File: src/rtl/hdu_pkg.sv
// Shared encodings and the tracked-stage record for the hazard detection unit.
package hdu_pkg;

  // Register indices are zero-extended into this width; REG_ADDR_W must not exceed it.
  localparam int unsigned HDU_RD_W = 8;

  localparam logic [1:0] OP_NONE = 2'b00;
  localparam logic [1:0] OP_ALU  = 2'b01;
  localparam logic [1:0] OP_LD   = 2'b10;
  localparam logic [1:0] OP_ST   = 2'b11;

  localparam logic [1:0] FWD_RF      = 2'b00;
  localparam logic [1:0] FWD_EX_ALU  = 2'b01;
  localparam logic [1:0] FWD_MEM_ALU = 2'b10;
  localparam logic [1:0] FWD_MEM_LD  = 2'b11;

  typedef struct packed {
    logic [1:0]          optype;
    logic [HDU_RD_W-1:0] rd;
    logic                we;
  } stage_t;

  // A stage only produces a hazard when it writes a non-zero register.
  function automatic logic src_hit(input logic use_i, input logic [HDU_RD_W-1:0] rs,
                                   input stage_t st);
    return use_i && st.we && (st.rd != '0) && (st.rd == rs);
  endfunction

  function automatic logic [1:0] fwd_sel(input logic use_i, input logic [HDU_RD_W-1:0] rs,
                                         input stage_t ex, input stage_t mem);
    logic [1:0] sel;
    sel = FWD_RF;
    if (src_hit(use_i, rs, ex) && (ex.optype == OP_ALU))
      sel = FWD_EX_ALU;
    else if (src_hit(use_i, rs, mem) && (mem.optype == OP_ALU))
      sel = FWD_MEM_ALU;
    else if (src_hit(use_i, rs, mem) && (mem.optype == OP_LD))
      sel = FWD_MEM_LD;
    return sel;
  endfunction

endpackage

File: src/rtl/hdu_stage_reg.sv
// One tracked pipeline stage record; a bubble loads an empty record.
module hdu_stage_reg
  import hdu_pkg::*;
(
  input  logic   clk,
  input  logic   rst,
  input  logic   bubble,
  input  stage_t d,
  output stage_t q
);

  always_ff @(posedge clk or posedge rst) begin
    if (rst)         q <= '0;
    else if (bubble) q <= '0;
    else             q <= d;
  end

endmodule

File: src/rtl/hazard_detection_unit.sv
// Pipeline hazard detection: stall/flush control and operand forwarding selects.
// Define HDU_FORWARD_EN for forwarding; otherwise any EX/MEM dependency stalls.
module hazard_detection_unit
  import hdu_pkg::*;
#(
  parameter int unsigned REG_ADDR_W = 5
) (
  input  logic                  clk,
  input  logic                  rst,
  input  logic                  rs1use_ID,
  input  logic                  rs2_use_ID,
  input  logic [REG_ADDR_W-1:0] rs1_ID,
  input  logic [REG_ADDR_W-1:0] rs2_ID,
  input  logic [REG_ADDR_W-1:0] rd_ID,
  input  logic [1:0]            hazard_optype_ID,
  input  logic                  RegWrite_ID,
  input  logic                  Branch_ID,
  output logic                  PC_EN_IF,
  output logic                  reg_FD_EN,
  output logic                  reg_FD_flush,
  output logic                  reg_DE_flush,
  output logic [1:0]            forward_ctrl_A,
  output logic [1:0]            forward_ctrl_B,
  output logic                  forward_ctrl_ls
);

  logic [HDU_RD_W-1:0] rs1_x, rs2_x;
  stage_t              id_rec, ex_rec, mem_rec;
  logic                stall_raw, stall;
  logic [1:0]          fa_raw, fb_raw;

  assign rs1_x  = HDU_RD_W'(rs1_ID);
  assign rs2_x  = HDU_RD_W'(rs2_ID);
  assign id_rec = '{optype: hazard_optype_ID, rd: HDU_RD_W'(rd_ID), we: RegWrite_ID};

  hdu_stage_reg u_ex (
    .clk    (clk),
    .rst    (rst),
    .bubble (stall),
    .d      (id_rec),
    .q      (ex_rec)
  );

  hdu_stage_reg u_mem (
    .clk    (clk),
    .rst    (rst),
    .bubble (1'b0),
    .d      (ex_rec),
    .q      (mem_rec)
  );

`ifdef HDU_FORWARD_EN
  logic hit1_ex, hit2_ex, ex_is_ld, ls_c, ls_q;

  assign hit1_ex  = src_hit(rs1use_ID, rs1_x, ex_rec);
  assign hit2_ex  = src_hit(rs2_use_ID, rs2_x, ex_rec);
  assign ex_is_ld = (ex_rec.optype == OP_LD);
  // Store data from a just-loaded register is patched in from WB, so no stall.
  assign ls_c      = ex_is_ld && (hazard_optype_ID == OP_ST) && hit2_ex && !hit1_ex;
  assign stall_raw = ex_is_ld && (hit1_ex || hit2_ex) && !ls_c;
  assign fa_raw    = fwd_sel(rs1use_ID, rs1_x, ex_rec, mem_rec);
  assign fb_raw    = fwd_sel(rs2_use_ID, rs2_x, ex_rec, mem_rec);

  always_ff @(posedge clk or posedge rst) begin
    if (rst) ls_q <= 1'b0;
    else     ls_q <= ls_c;
  end

  assign forward_ctrl_ls = ls_q;
`else
  logic unused_optype;

  // Without forwarding, wait until the producer has left MEM.
  assign stall_raw = src_hit(rs1use_ID, rs1_x, ex_rec)  || src_hit(rs2_use_ID, rs2_x, ex_rec) ||
                     src_hit(rs1use_ID, rs1_x, mem_rec) || src_hit(rs2_use_ID, rs2_x, mem_rec);
  assign fa_raw          = FWD_RF;
  assign fb_raw          = FWD_RF;
  assign forward_ctrl_ls = 1'b0;
  assign unused_optype   = ^{ex_rec.optype, mem_rec.optype};
`endif

  // Reset overrides every decision in the same cycle.
  assign stall          = !rst && stall_raw;
  assign PC_EN_IF       = !stall;
  assign reg_FD_EN      = !stall;
  assign reg_DE_flush   = stall;
  assign reg_FD_flush   = !rst && Branch_ID && !stall;
  assign forward_ctrl_A = rst ? FWD_RF : fa_raw;
  assign forward_ctrl_B = rst ? FWD_RF : fb_raw;

endmodule
File: config.mk
export PLATFORM = sky130hd
export DESIGN_NAME = hazard_detection_unit
export DESIGN_NICKNAME = d
export VERILOG_FILES = /design/src/rtl/hdu_pkg.sv /design/src/rtl/hdu_stage_reg.sv /design/src/rtl/hazard_detection_unit.sv
export SDC_FILE = /design/constraint.sdc
export NUM_CORES = 1
export LEC_CHECK = 0
export BUFFER_PORTS_ARGS = -buffer_cell sky130_fd_sc_hd__buf_4
export CAP_MARGIN = 20
export CELL_PAD_IN_SITES_DETAIL_PLACEMENT = 0
export CELL_PAD_IN_SITES_GLOBAL_PLACEMENT = 1
export CORE_UTILIZATION = 35
export CTS_BUF_LIST = sky130_fd_sc_hd__clkbuf_8
export CTS_CLUSTER_DIAMETER = 50
export CTS_CLUSTER_SIZE = 40
export DETAILED_ROUTE_END_ITERATION = 12
export PLACE_DENSITY_LB_ADDON = 0.12
export SLEW_MARGIN = 10
export SYNTH_ARGS = -nofsm -noshare
export SYNTH_HDL_FRONTEND = slang
export SYNTH_SLANG_ARGS = --single-unit
File: constraint.sdc
create_clock -name clk -period 2.1 [get_ports clk]
set_input_delay 0.315 -clock clk [delete_from_list [all_inputs] [get_ports clk]]
set_output_delay 0.315 -clock clk [all_outputs]
set_load 0.02 [all_outputs]
Word level (Yosys, flattened, before mapping)
Index checks and enable logic that the tools add are counted.
{"block": "totals", "regBits": 12, "latchBits": 0, "ram_bits": 0, "mem_bits_ro": 0, "inputBits": 23, "wordCells": 31, "mem_count": 0}
{"block": "classes", "addsub": 0, "n_mul": 0, "div": 0, "n_lt_le_gt_ge": 0, "eq_ne": 4, "shift": 0, "mux": 1, "bitwise": 0, "n_reduce_logical": 22}
{"cell": "$eq 5x5->1", "count": 4}
{"cell": "$reduce_bool 8->1", "count": 2}
{"cell": "$logic_and 1x1->1", "count": 15}
{"cell": "$mux 6", "count": 1}
{"cell": "$logic_or 1x1->1", "count": 3}
{"cell": "$logic_not 1->1", "count": 2}

Depth between registers and ports, before layout
{"block": "logic_depth", "depth_word": 9, "depth_mapped": 5}

By module
Synthesis repeated with hierarchy kept, for this count alone.
{"block": "unflattened", "hier_cells": 96, "hier_area_um2": 1154.9}
{"mod": "hdu_stage_reg", "instances": 2, "cells_each": 24, "area_each_um2": 396.6, "seq_area_each_um2": 275.3}
{"mod": "hazard_detection_unit", "instances": 1, "cells_each": 48, "area_each_um2": 361.6, "seq_area_each_um2": 0.0}

Least setup slack after synthesis
No wires, ideal clock.
{"block": "synth_timing", "kind": "register to output", "startpoint": "register u_mem.q[1] in the netlist's numbering", "endpoint": "output reg_FD_EN", "t_arrival_ns": 1.843, "setup_slack_ns": -0.058, "path_stages_with_launch": 6, "n_path_buf": 1, "path_cell_list": "dfrtp_1 -> or4_1 -> o21ai_2 -> nor2_2 -> a22oi_1 -> buf_4"}
{"block": "synth_via", "elab_chain_len": 7, "word_cells_on_any_way": 11, "classes_between": "2 x eq/ne; 9 x reduce/logical"}
{"item": "from (decl)", "line_no": "hdu_stage_reg.sv:9", "text": "output stage_t q"}
{"item": "from (signal assigned)", "line_no": "hdu_stage_reg.sv:13", "text": "if (rst) q <= '0;"}
{"item": "from (signal assigned)", "line_no": "hdu_stage_reg.sv:14", "text": "else if (bubble) q <= '0;"}
{"item": "from (signal assigned)", "line_no": "hdu_stage_reg.sv:15", "text": "else q <= d;"}
{"item": "$reduce_bool 8->1", "line_no": "hdu_pkg.sv:26", "text": "return use_i && st.we && (st.rd != '0) && (st.rd == rs);"}
{"item": "$logic_and 1x1->1 (2 in a row)", "line_no": "hdu_pkg.sv:26"}
{"item": "$logic_or 1x1->1", "line_no": "hazard_detection_unit.sv:74", "text": "assign stall_raw = src_hit(rs1use_ID, rs1_x, ex_rec) || src_hit(rs2_use_ID, rs2_x, ex_rec) ||"}
{"item": "$logic_or 1x1->1 (*)", "line_no": "hazard_detection_unit.sv:75", "text": "src_hit(rs1use_ID, rs1_x, mem_rec) || src_hit(rs2_use_ID, rs2_x, mem_rec);"}
{"item": "$logic_and 1x1->1 (*)", "line_no": "hazard_detection_unit.sv:83", "text": "assign stall = !rst && stall_raw;"}
{"item": "$logic_not 1->1 (*)"}
{"item": "to (decl)", "line_no": "hazard_detection_unit.sv:19", "text": "output logic reg_FD_EN,"}
Mark *: on every way between the ends. The rest lies on a longest branch, timed or not.

Worst setup path after layout
{"block": "layout_timing", "startpoint": "register u_ex.q[1] in the netlist's numbering", "endpoint": "output reg_DE_flush"}
{"block": "layout_via", "elab_chain_len": 7, "word_cells_on_any_way": 11, "classes_between": "2 x eq/ne; 9 x reduce/logical"}
{"item": "from (decl)", "line_no": "hdu_stage_reg.sv:9"}
{"item": "from (signal assigned)", "line_no": "hdu_stage_reg.sv:13"}
{"item": "from (signal assigned)", "line_no": "hdu_stage_reg.sv:14"}
{"item": "from (signal assigned)", "line_no": "hdu_stage_reg.sv:15"}
{"item": "$reduce_bool 8->1", "line_no": "hdu_pkg.sv:26"}
{"item": "$logic_and 1x1->1 (2 in a row)", "line_no": "hdu_pkg.sv:26"}
{"item": "$logic_or 1x1->1 (*) (2 in a row)", "line_no": "hazard_detection_unit.sv:74"}
{"item": "$logic_or 1x1->1 (*)", "line_no": "hazard_detection_unit.sv:75"}
{"item": "$logic_and 1x1->1 (*)", "line_no": "hazard_detection_unit.sv:83"}
{"item": "to (decl)", "line_no": "hazard_detection_unit.sv:21", "text": "output logic reg_DE_flush,"}
Marked as above.

==> reports/results.ini <==
[floorplan]
num_rows = 16
start_util = 0.372
ios = 32
die-area_mm2 = 0.00227
fp.dieH_um = 47.7
core_mm2 = 0.00196
die_w_um = 47.7

[run_status]
status = finished with violations
violations = negative setup slack

[critical_path]
cp_max_fo = 8
worstSetupStartpointType = flop
worst_ep_required_time_ns = 1.78
criticalPathCategory = reg2out
cp-end-kind = output port
arrival_ns = 1.81

[sta]
hold_ws_ns = 0.123
grt_setup_unrepaired = true
setup_viol = 4
timing.fmax_mhz = 470
slew_viol_final = 0
period_share = 1.01
fin_skew_ns = 0.000759
worst_pin_slew_ns = 0.497
hold_viol = 0
worst_slack_ns = -0.0294
fin_crit_ns = 2.13
slew_headroom = 0.667

[logic_synthesis]
yosysTopAreaCell = dfrtp_1
yosysWarnings = 0
seq_area_frac_synth = 0.411
synth_cell_types = 16
synth_top_area_share = 0.411
synthCells = 74
synth_area_per_cell_um2 = 9.87
synthTopCellsByArea = dfrtp_1, xnor2_1, a221oi_1, buf_4, inv_1
syn_area_um2 = 731
ys_seq_elements = 12

[routing]
via_per_inst = 4.67
first_pass_iters = 4
drc = 0
ant_nets = 0
wl_per_cell_um = 11.1
num_vias = 644
routed_wl_um = 1530
drtIter0Drc = 7

[job]
maxCapViolCount = 0

[cells_and_area]
synthToLayoutAreaGrowth_pct = 49.5
layout_common_cells = buf_4, xnor2_1, dfrtp_1
n_fill_cell = 201
drive_gt1_frac = 0.423
final_common_cell = buf_4
antenna_cells = 0
nets = 136

[place]
gp_congestion = 0.782
post-place-ws_ns = 0.116
dpl.hpwl_um = 1220
io_buffers = 24

[global_route]
grt_max_degree = 13
grt_pass1_vias = 563
grt-ovfl-total = 0
antenna_found_initial = 0
grt_pass1_wl_um = 2310
gr-usage-all-layers = 0.154

[clocking]
cts_made_buffers = 3
cts-hold-fix-buffers = 0
cts_tree = done
cts-root-buf = clkbuf_8
clock-sinks = 12
clk_pin_slew_ns = 0.05
htree_levels = 1
clkLatencyLatePin_ns = 0.23
ctsLongestPathBuffers = 2

[power]
power_density_mw_per_mm2 = 555
ir_drop_mv = 0.332
cellLeakagePower_uw = 0.000495

[min_path]
hold_class = in2async

[metal layers]
metal	part of all wire	global-route usage	vias to the layer above
met3	0.035	0.0113	2
met1	0.43	0.185	303
met4	0.012	0.100	0
met2	0.52	0.262	20
met5	0	0	-
li1	-	-	319
[through the flow]
step | TNS, ns | instance area [um2] | util | std cells | total power [uW]
3_3_place_gp | 0 | 957 | 0.488 | 128 | 398
4_1_cts | -0.0847 | 1060 | 0.540 | 135 | 612
6_report | -0.0556 | 1090 | 0.557 | 138 | 606
3_5_place_dp | 0 | 957 | 0.488 | 128 | 400
2_1_floorplan | 0 | 751 | - | 78 | 346
5_1_grt | -0.288 | 1090 | 0.557 | 138 | 646
[power by group]
part | internal [uW] | total, uW | leakage, uW | switching, uW
Clock | 125 | 192 | 0.0000216 | 67.3
Sequential | 246 | 260 | 0.000140 | 13.9
Combinational | 83.8 | 154 | 0.000333 | 70.2
Total | 455 | 606 | 0.000495 | 151
[critical path, cell delays in order, from the launching register on]
cell and delay, ns:
dfrtp_1 0.37, or4_4 0.55, o21ai_4 0.18, nor2_1 0.14, a22o_1 0.22, buf_6 0.13
[kinds of logic (layout without fill, tap and decap cells)]
group,count (synthesis),in the layout,share of synthesized area
xor+xnor,20,20,0.240
buf+inv,15,48,0.108
compound gates,13,13,0.142
simple gates,13,13,0.0942
flops,12,12,0.411
other cells,1,5,0.00513
[area by class of cell]
| cell class | count | area [um2] | area share |
|---|---|---|---|
| inverters | 9 | 33.8 | 0.0309 |
| clock buffers | 3 | 41.3 | 0.0378 |
| multi-input cells | 51 | 409 | 0.375 |
| well taps | 27 | 33.8 | 0.0309 |
| flip-flops and latches | 12 | 300 | 0.275 |
| repair buffers | 36 | 274 | 0.251 |
[sequential cells by signal, indices dropped and copies added (netlist names)]
register	count
u_ex.q	6
u_mem.q	6
[timing repair]
| action | 4_1_cts | 5_1_grt |
|---|---|---|
| pin swaps | 6 | 3 |
| gates resized for setup | 7 | 2 |
| buffers inserted | 4 | 3 |
| gates cloned | 0 | 0 |
| setup endpoints to repair | 4 | 4 |
[path summary, 6_finish.rpt]
kind,startpoint,end,slack (ns),depth (start not counted)
max,u_ex.q[1],reg_DE_flush,-0.03,5
min,rst,u_mem.q[0],0.12,3
max reg2reg,u_mem.q[2],u_ex.q[1],0.38,5
min reg2reg,u_ex.q[0],u_mem.q[0],0.45,0
max in group asynchronous,rst,u_mem.q[2],1.83,3
min in group clk,rd_ID[2],u_ex.q[3],0.31,3
[cell usage after synthesis]
library cell   n
o21ai_2        1
conb_1         1
nor2_1         1
or4_1          2
a22oi_1        1
buf_4          6
o22ai_1        2
nor2_2         1
o21ai_1        1
a221oi_1       7
nand2_1        5
a22o_1         1
xnor2_1       20
inv_1          9
dfrtp_1       12
nand4_1        4
Power figures use the tool's default switching activity.
